===== src/rtl/tdm_demux.sv =====
// TDM receive-side demultiplexer: aligns to the frame-sync marker and rebuilds
// one parallel N_CH-word frame per N_CH serial words, flagging alignment errors.
//
// state | meaning
// HUNT  | searching for a SYNC-qualified word to use as slot 0
// LOCK  | aligned; collecting slot words and checking SYNC position
module tdm_demux #(
   parameter int N_CH = 4,
   parameter int DW   = 8
) (
   input  logic                      CLK,
   input  logic                      RST_N,
   input  logic [DW-1:0]             DIN,
   input  logic                      DIN_VLD,
   input  logic                      SYNC,
   input  logic                      CLR_ERR,
   output logic [N_CH*DW-1:0]        OUT,
   output logic                      OUT_VLD,
   output logic [$clog2(N_CH)-1:0]   SLOT,
   output logic                      LOCKED,
   output logic                      ERR
);

   localparam int SW = $clog2(N_CH);
   localparam logic [SW-1:0] SLOT_LAST = SW'(N_CH - 1);

   typedef enum logic {HUNT, LOCK} state_t;

   state_t              state, state_nxt;
   logic [SW-1:0]       slot, slot_nxt;
   logic [DW-1:0]       sh [0:N_CH-2];
   logic [SW-1:0]       wr_idx;
   logic                sh_wr;
   logic                done;
   logic                err_set;
   logic [N_CH*DW-1:0]  frame;

   always_comb begin
      state_nxt = state;
      slot_nxt  = slot;
      sh_wr     = 1'b0;
      wr_idx    = slot;
      done      = 1'b0;
      err_set   = 1'b0;
      case (state)
         HUNT: begin
            if (DIN_VLD && SYNC) begin
               sh_wr     = 1'b1;
               wr_idx    = '0;
               slot_nxt  = SW'(1);
               state_nxt = LOCK;
            end
         end
         LOCK: begin
            if (DIN_VLD) begin
               if (SYNC) begin
                  // An early SYNC drops the partial frame and restarts at slot 0.
                  err_set  = (slot != '0);
                  sh_wr    = 1'b1;
                  wr_idx   = '0;
                  slot_nxt = SW'(1);
               end else if (slot == '0) begin
                  err_set   = 1'b1;
                  slot_nxt  = '0;
                  state_nxt = HUNT;
               end else if (slot == SLOT_LAST) begin
                  done     = 1'b1;
                  slot_nxt = '0;
               end else begin
                  sh_wr    = 1'b1;
                  slot_nxt = slot + SW'(1);
               end
            end
         end
         default: state_nxt = HUNT;
      endcase
   end

   // Last channel is taken straight from DIN so no shadow is needed for it.
   always_comb begin
      frame = '0;
      for (int k = 0; k < N_CH - 1; k++) begin
         frame[k*DW +: DW] = sh[k];
      end
      frame[(N_CH-1)*DW +: DW] = DIN;
   end

   always_ff @(posedge CLK) begin
      if (!RST_N) begin
         state   <= HUNT;
         slot    <= '0;
         OUT     <= '0;
         OUT_VLD <= 1'b0;
         ERR     <= 1'b0;
         for (int k = 0; k < N_CH - 1; k++) begin
            sh[k] <= '0;
         end
      end else begin
         state   <= state_nxt;
         slot    <= slot_nxt;
         OUT_VLD <= done;
         if (done) begin
            OUT <= frame;
         end
         if (err_set) begin
            ERR <= 1'b1;
         end else if (CLR_ERR) begin
            ERR <= 1'b0;
         end
         for (int k = 0; k < N_CH - 1; k++) begin
            if (sh_wr && wr_idx == SW'(k)) begin
               sh[k] <= DIN;
            end
         end
      end
   end

   assign SLOT   = slot;
   assign LOCKED = (state == LOCK);

endmodule


===== config.mk =====
export PLATFORM = sky130hd
export DESIGN_NAME = tdm_demux
export DESIGN_NICKNAME = d
export VERILOG_FILES = /design/src/rtl/tdm_demux.sv
export SDC_FILE = /design/constraint.sdc
export NUM_CORES = 1
export LEC_CHECK = 0
export ABC_CLOCK_PERIOD_IN_PS = 2200
export BUFFER_PORTS_ARGS = -buffer_cell sky130_fd_sc_hd__clkbuf_2
export CORE_ASPECT_RATIO = 1.25
export CORE_MARGIN = 4
export CORE_UTILIZATION = 45
export DETAILED_ROUTE_END_ITERATION = 12
export PLACE_DENSITY = 0.68
export SETUP_SLACK_MARGIN = 0.05
export SYNTH_ARGS = -nofsm -noshare
export SYNTH_HDL_FRONTEND = slang
export SYNTH_SLANG_ARGS = --single-unit

===== constraint.sdc =====
create_clock -name CLK -period 2.2 [get_ports CLK]
set_input_delay 0.44 -clock CLK [delete_from_list [all_inputs] [get_ports CLK]]
set_output_delay 0.44 -clock CLK [all_outputs]
set_load 0.005 [all_outputs]

==> metrics.md, run 1 <==
| Metric | Value |
|---|---|
| Share of the clock period used by the worst path | roughly 87% |
| Post-Syn Nets | 236 |
| RSZ-0062 raised after global routing | false |
| Pre-CTS setup slack | 0.377 ns |
| Total gr overflow | 0 |
| Finished Core Util | a little under three fifths |
| Worst vdd ir | just over 0.4 mV |
| Design Power | between 2 and 2.5 mW |
| Initial antenna violation count | 0 |
| Clock transition at the registers of the reported paths | around 0.06 ns |
| Max Freq | about 520 MHz |
| CTS Hold Buffers Added | 0 |
| Worst-Margin Slew | approximately 0.33 ns |
| Post-synth EDFFs | 24 |
| Final ANT Viol Nets | 0 |
| Port Buffers | 49 |
| Top post-synthesis cells by area | dfxtp_1 (32%), edfxtp_1 (31%), nand3_1 (8.7%) |
| Share of layout cells above drive strength 1 | 26.6% |
| Routed wire length | about 4300 um |
| DIE AREA | roughly 6400 um^2 |
| Hold Path Class | in2reg |
| Pwr dens | around 840 nW/um^2 |
| Die X | 72.1 um |
| Via count | roughly 1.7k |
| Post-Synth Adder-Cell Area | 2.17% |
| Max_slew headroom | about 80% |
| Post-detail-place hpwl | 2980 um |
| Finished Cell Area | roughly 2800 um^2 |
| R2r startpoint | SLOT[1] |
| Crit path time final | 1.92 ns |
| Postcts setup bufs | 0 |
| Count of different cell masters after synthesis | 25 |
| First-pass GRT wire length | between 7000 and 8000 um |
| Post-synth top cells | nand3_1 (40), dfxtp_1 (37), nand2_1 (36) |
| DRC | 0 |
| Post-Synthesis Cells | between 200 and 250 |
| Die height | about 90 um |
| First-pass DRT Iterations | 4 |
| Critical Path, Cell by Cell | inv_1 -> ha_1 -> nor4bb_1 -> o21ai_0 -> nand2_1 |
| CP max stage delay | around 0.47 ns |
| Clk_skew | 0.00592 ns |
| Fin cells | 334 |
| Final setup viols | 0 |
| CP Max Fanout | 8 |
| H-tree Lvls | 3 |
| Status | complete, no violations |
| Hold Vio Cnt, Final | 0 |
| Register bit total from synthesis | 61 |
| Ports | 50 |
| XOR/XNOR share of the synthesized area | 0% |
| FF-to-FF End | sh[0][3] |
| Synthesis-to-layout area growth | 19.7% |
| Final setup margin | ~0.28 ns |
| Warnings, synthesis | 0 |
| Inst Count DP | approximately 320 |
| R2R cell count | 5 |
| Ys async rst share | 0% |
| Post-Syn Area | 2310 um^2 |
| Crit path arrival time | 1.92 ns |
| Leak | ~1.1 nW |
| Clock Sinks | 61 |
| Drt via density | 5.02 |
| TritonCTS clock tree | yes |
| Post-synthesis mux area share | 0% |
| Resized cells post-CTS | 0 |
| Reg-to-reg slack, setup | 0.28 ns |
| Clock root cell | clkbuf_8 |
| Total of max-cap violations | 0 |
| Worst hold start | DIN[0] |
| Share of the synthesized area in the top cell type | 32.1% |
| Vias in the first global route | 1599 |
| CP bufs+invs | 1 |
| Post-layout nets | roughly 290 |
| Critical path's slowest cell | dfxtp_1 |
| Synth area leader | dfxtp_1 |
| GRT Overall Usage | between 15 and 20% |
| Row count | 28 |
| Top Family by Delay on Critical Path | simple AND/OR/NAND/NOR gates |
| Crit end category | flop |
| Syn avg cell area | around 11 um^2 |
| Initial Utilization | between 40% and 50% |
| RD Place Congestion | between 0.8 and 0.9 |
| DP Area | 2560 um^2 |
| 1st-iter DRT viols | between 70 and 80 |
| CP required | ~2.2 ns |
| Synth Flop Type | dfxtp_1 |
| Setup TNS Final | 0 ns |
| Longest Clk Path Bufs | 2 |
| Hold path endpoint | OUT[24] |
| Clk_lat worst skew | ~0.33 ns |
| Crit Path Category | reg2reg |
| Worst Hold Slack | 0.351 ns |
| Seq/Total Area, Yosys | between 60% and 70% |
| Core Box Area | 4870 um^2 |
| Num CTS Buffers | 9 |
| Hold path depth | 3 |
| CP Depth | 5 |
| WL/cell | ~13 um |
| Area fraction in compound gates after synthesis | approximately 10% |
| Fin. max-slew vios | 0 |
| Startpoint Class | flop |
| Antenna cells | 0 |
| Post-synthesis simple-gate area fraction | between 10% and 20% |
| Largest net degree at the start of global routing | 63 |
| Count leader, synth | nand3_1 |
| Largest family of logic cells by synthesized area | simple AND/OR/NAND/NOR gates |
metal layers:
layer,track usage (%),up-vias,routed length [um]
met5,0,-,0
met4,6.15,0,74
met3,6.89,7,284
met2,25.5,49,2180
met1,16.9,757,1780
li1,-,865,-
flip-flops by register name (all words and copies together), names as in the netlist:
name,flops
LOCKED,1
OUT,32
SLOT,2
sh,24
OUT_VLD,1
ERR,1
final cells by class:
cell class              instances  area (um^2)
multi-input cells             136          696
inverters                       5         18.8
clock inverters                 6         77.6
clock buffers                  10          128
well taps                      60         75.1
flip-flops and latches         61         1460
repair buffers                 56          310
fillers                       448         2100
tightest hold or removal path, cell delays in order:
cell      delay, ns
clkbuf_2       0.09
nand3_1        0.05
o21ai_0        0.06
cell usage in the layout, fill, tap and decap left out:
master / count
buf_12: 1
bufinv_16: 2
clkbuf_8: 9
o21ai_2: 3
nand3_1: 40
and4b_2: 1
o22ai_1: 1
clkinv_2: 2
nor2_1: 8
inv_1: 5
o31ai_1: 3
dfxtp_1: 37
nand4_1: 1
buf_4: 6
a311oi_1: 1
nor4bb_1: 1
ha_1: 4
clkbuf_1: 1
nand2_1: 36
clkinv_1: 2
a31oi_1: 1
a21oi_1: 3
and2_1: 2
edfxtp_1: 24
clkbuf_2: 49
o21ai_0: 21
o21ai_1: 10
how the worst max path moves through the flow:
stage            start  slack (ns)       end
3_3_place_gp   SLOT[1]        0.48  sh[0][1]
2_1_floorplan  SLOT[1]        0.15  sh[1][0]
4_1_cts        SLOT[1]        0.30  sh[0][0]
6_report       SLOT[1]        0.28  sh[0][3]
5_1_grt        SLOT[0]         0.1  sh[0][0]
3_5_place_dp   SLOT[1]        0.38  sh[0][1]
cells by family after synthesis:
kind of cell	count (synthesis)
buf+inv	22
fa+ha+maj	4
simple gates	89
flops	61
compound gates	43
where the power goes:
part	switching, mW	leakage [nW]	internal [mW]
combinational	0.0586	0.457	0.0299
clock	0.401	0.105	0.626
sequential	0.0139	0.550	1.20
total	0.474	1.11	1.86
Power figures use the tool's default switching activity.
==> run 2, diff against run 1 <==
Settings changed: CORE_MARGIN 4 to 5, CORE_UTILIZATION 45 to 31, PLACE_DENSITY 0.68 to default.
==> run 2 against run 1 <==
Net effect:
- total power increased by 3.8%
- largest cell class unchanged
- critical path depth did not move
- non-clock buffer count did not move
- highest routed layer unchanged
==> metrics.md, run 2 (synthesis gave the netlist of run 1 again) <==
| Metric | Value |
|---|---|
| Status | complete, no violations |
| Area of the multi-input gates | 696 um^2 (unchanged) |
| P_sw | 492 uW (+3.8%) |
| Worst setup path start | SLOT[0] |
| CP Depth | 5 (unchanged) |
| Max_slew headroom | 62.6% (-15 points) |
| Reg area | 1460 um^2 (unchanged) |
| Clock Sinks | 61 (unchanged) |
| DRC | 0 (unchanged) |
| Final ANT Viol Nets | 0 (unchanged) |
| Worst vdd ir | 0.329 mV (-21%) |
| CTS Hold Buffers Added | 0 (unchanged) |
| Clock root cell | clkbuf_8 |
| Clk_skew | 0.00440 ns (-0.00152 ns) |
| 1st-iter DRT viols | 86 (+15%) |
| Row count | 35 (+25%) |
| Vias in the first global route | 1627 (+1.8%) |
| DP Area | 2600 um^2 (+1.6%) |
| Pwr dens | 857 nW/um^2 (+1.6%) |
| CP max stage delay | 0.42 ns (-0.05 ns) |
| Critical Path, Cell by Cell | inv_1 -> ha_1 -> nand4_1 -> o31ai_1 -> buf_4 |
| Total of max-cap violations | 0 (unchanged) |
| Fillers | 740 (+65%) |
| Post-layout nets | 286 (unchanged) |
| Inst Count DP | 350 (+10%) |
| Final setup margin | 0.410 ns (+0.131 ns) |
| Share of the clock period used by the worst path | 81.3% (-5.9 points) |
| Hold Vio Cnt, Final | 0 (unchanged) |
| Critical path's slowest cell | dfxtp_1 |
| CP bufs+invs | 2 (+1) |
| WL/cell | 12.6 um (-2.6%) |
| Crit Path Category | reg2reg |
| Pint | 1.93 mW (+3.8%) |
| R2r startpoint | SLOT[0] |
| R2R cell count | 5 (unchanged) |
| Largest net degree at the start of global routing | 48 (-24%) |
| RSZ-0062 raised after global routing | false |
| Initial antenna violation count | 0 (unchanged) |
| Fin. max-slew vios | 0 (unchanged) |
| CP Max Fanout | 8 (unchanged) |
| Leak | 1.12 nW (+0.69%) |
| DIE AREA | 9290 um^2 (+46%) |
| Design Power | 2.42 mW (+3.8%) |
| Finished Cell Area | 2830 um^2 (+2.2%) |
| Comb pwr share | 3.7% (about the same) |
| Commonest non-fill, non-tap cell in the layout | clkbuf_2 |
| Largest register by flop count | OUT |
| Met2 routed WL | 2200 um (+0.78%) |
| Synthesis-to-layout area growth | 22.4% |
| CP required | 2.24 ns (+0.04 ns) |
| Post-detail-place hpwl | 3280 um (+10%) |
| Met1 Wirelength | 2000 um (+12%) |
| Share of layout cells above drive strength 1 | 27.0% (+0.36 points) |
| First-pass GRT wire length | 7820 um (+7.5%) |
| Pre-CTS setup slack | 0.412 ns (+0.0354 ns) |
| Die height | 107 um (+21%) |
| Antenna cells | 0 (unchanged) |
| Drt via density | 4.57 (-9.1%) |
| Crit path time final | 1.79 ns (-0.131 ns) |
| Via count | 1672 (-0.36%) |
| H-tree Lvls | 3 (unchanged) |
| Crit path arrival time | 1.83 ns (-0.09 ns) |
| Fin cells | 366 (+9.6%) |
| Worst hold start | DIN[4] |
| Most frequent cells in the layout | clkbuf_2 (49), nand3_1 (40), dfxtp_1 (37), nand2_1 (36), edfxtp_1 (24) |
| Crit end category | flop |
| Longest Clk Path Bufs | 2 (unchanged) |
| Final setup viols | 0 (unchanged) |
| GRT Overall Usage | 11.1% (-4.2 points) |
| Clk_lat worst skew | 0.32 ns (about the same) |
| Sw Share | 20.3% (about the same) |
| Top Family by Delay on Critical Path | flip-flops |
| Hold Path Class | in2reg |
| Routed length on met3 | 278 um (-2.1%) |
| Die X | 87.2 um (+21%) |
| Initial Utilization | 31.6% (-16 points) |
| Resized cells post-CTS | 0 (unchanged) |
| Ports | 50 (unchanged) |
| Num CTS Buffers | 9 (unchanged) |
| Core Box Area | 7310 um^2 (+50%) |
| Worst-Margin Slew | 0.561 ns (+0.232 ns) |
| RD Place Congestion | 0.836 (-1.1%) |
| Postcts setup bufs | 0 (unchanged) |
| Top Metal Used | met4 |
| Total gr overflow | 0 (unchanged) |
| Routed wire length | 4610 um (+6.7%) |
| Power share of the sequential group | 50.2% (-2.0 points) |
| Largest register FFs | 32 (unchanged) |
| Startpoint Class | flop |
| Clock share of power | 46.1% (+2.1 points) |
| Clock transition at the registers of the reported paths | 0.07 ns (about the same) |
| Port Buffers | 49 (unchanged) |
| TritonCTS clock tree | yes |
| Setup TNS Final | 0 ns (unchanged) |
| Hold path depth | 3 (unchanged) |
| Max Freq | 559 MHz (+7.3%) |
| First-pass DRT Iterations | 4 (unchanged) |
run 2: layout make-up:
| class | count | area share (%) |
|---|---|---|
| inverters | 5 | 0.664 |
| multi-input cells | 136 | 24.6 |
| flip-flops and latches | 61 | 51.7 |
| repair buffers | 56 | 11.0 |
| well taps | 92 | 4.07 |
| clock inverters | 4 | 2.52 |
| clock buffers | 12 | 5.49 |
run 2: stage by stage:
stage / hold slack (ns) / util (%)
after global routing: 0.373 / 38.7
final: 0.359 / 38.7
after global placement: 0.441 / 35.6
after CTS: 0.339 / 38.7
after detailed placement: 0.445 / 35.6
after floorplan: 0.436 / -
run 2: layer usage:
layer	vias up	global-route usage, %
met4	0	6.58
met3	11	3.95
met5	-	0
li1	869	-
met2	37	17.1
met1	755	13.1
run 2: path summary, 6_finish.rpt:
check	end	slack, ns
worst min-delay path	OUT[28]	0.36
worst min register to register	OUT[4]	0.45
worst max register to register	sh[1][2]	0.41
worst max-delay path	sh[1][2]	0.41
run 2: worst register-to-register path: stages, from the launching register on:
cell     delay, ns
dfxtp_1       0.42
inv_1         0.12
ha_1          0.33
nand4_1       0.15
o31ai_1       0.25
buf_4         0.22
run 2: power groups by stage:
stage	Sequential [mW]	Combinational, mW	Clock [mW]
detailed placement	1.24	0.0921	0
floorplan	1.24	0.0554	0
global placement	1.24	0.0912	0
CTS	1.22	0.0923	1.15
global route	1.22	0.103	1.21
finish	1.22	0.0902	1.12
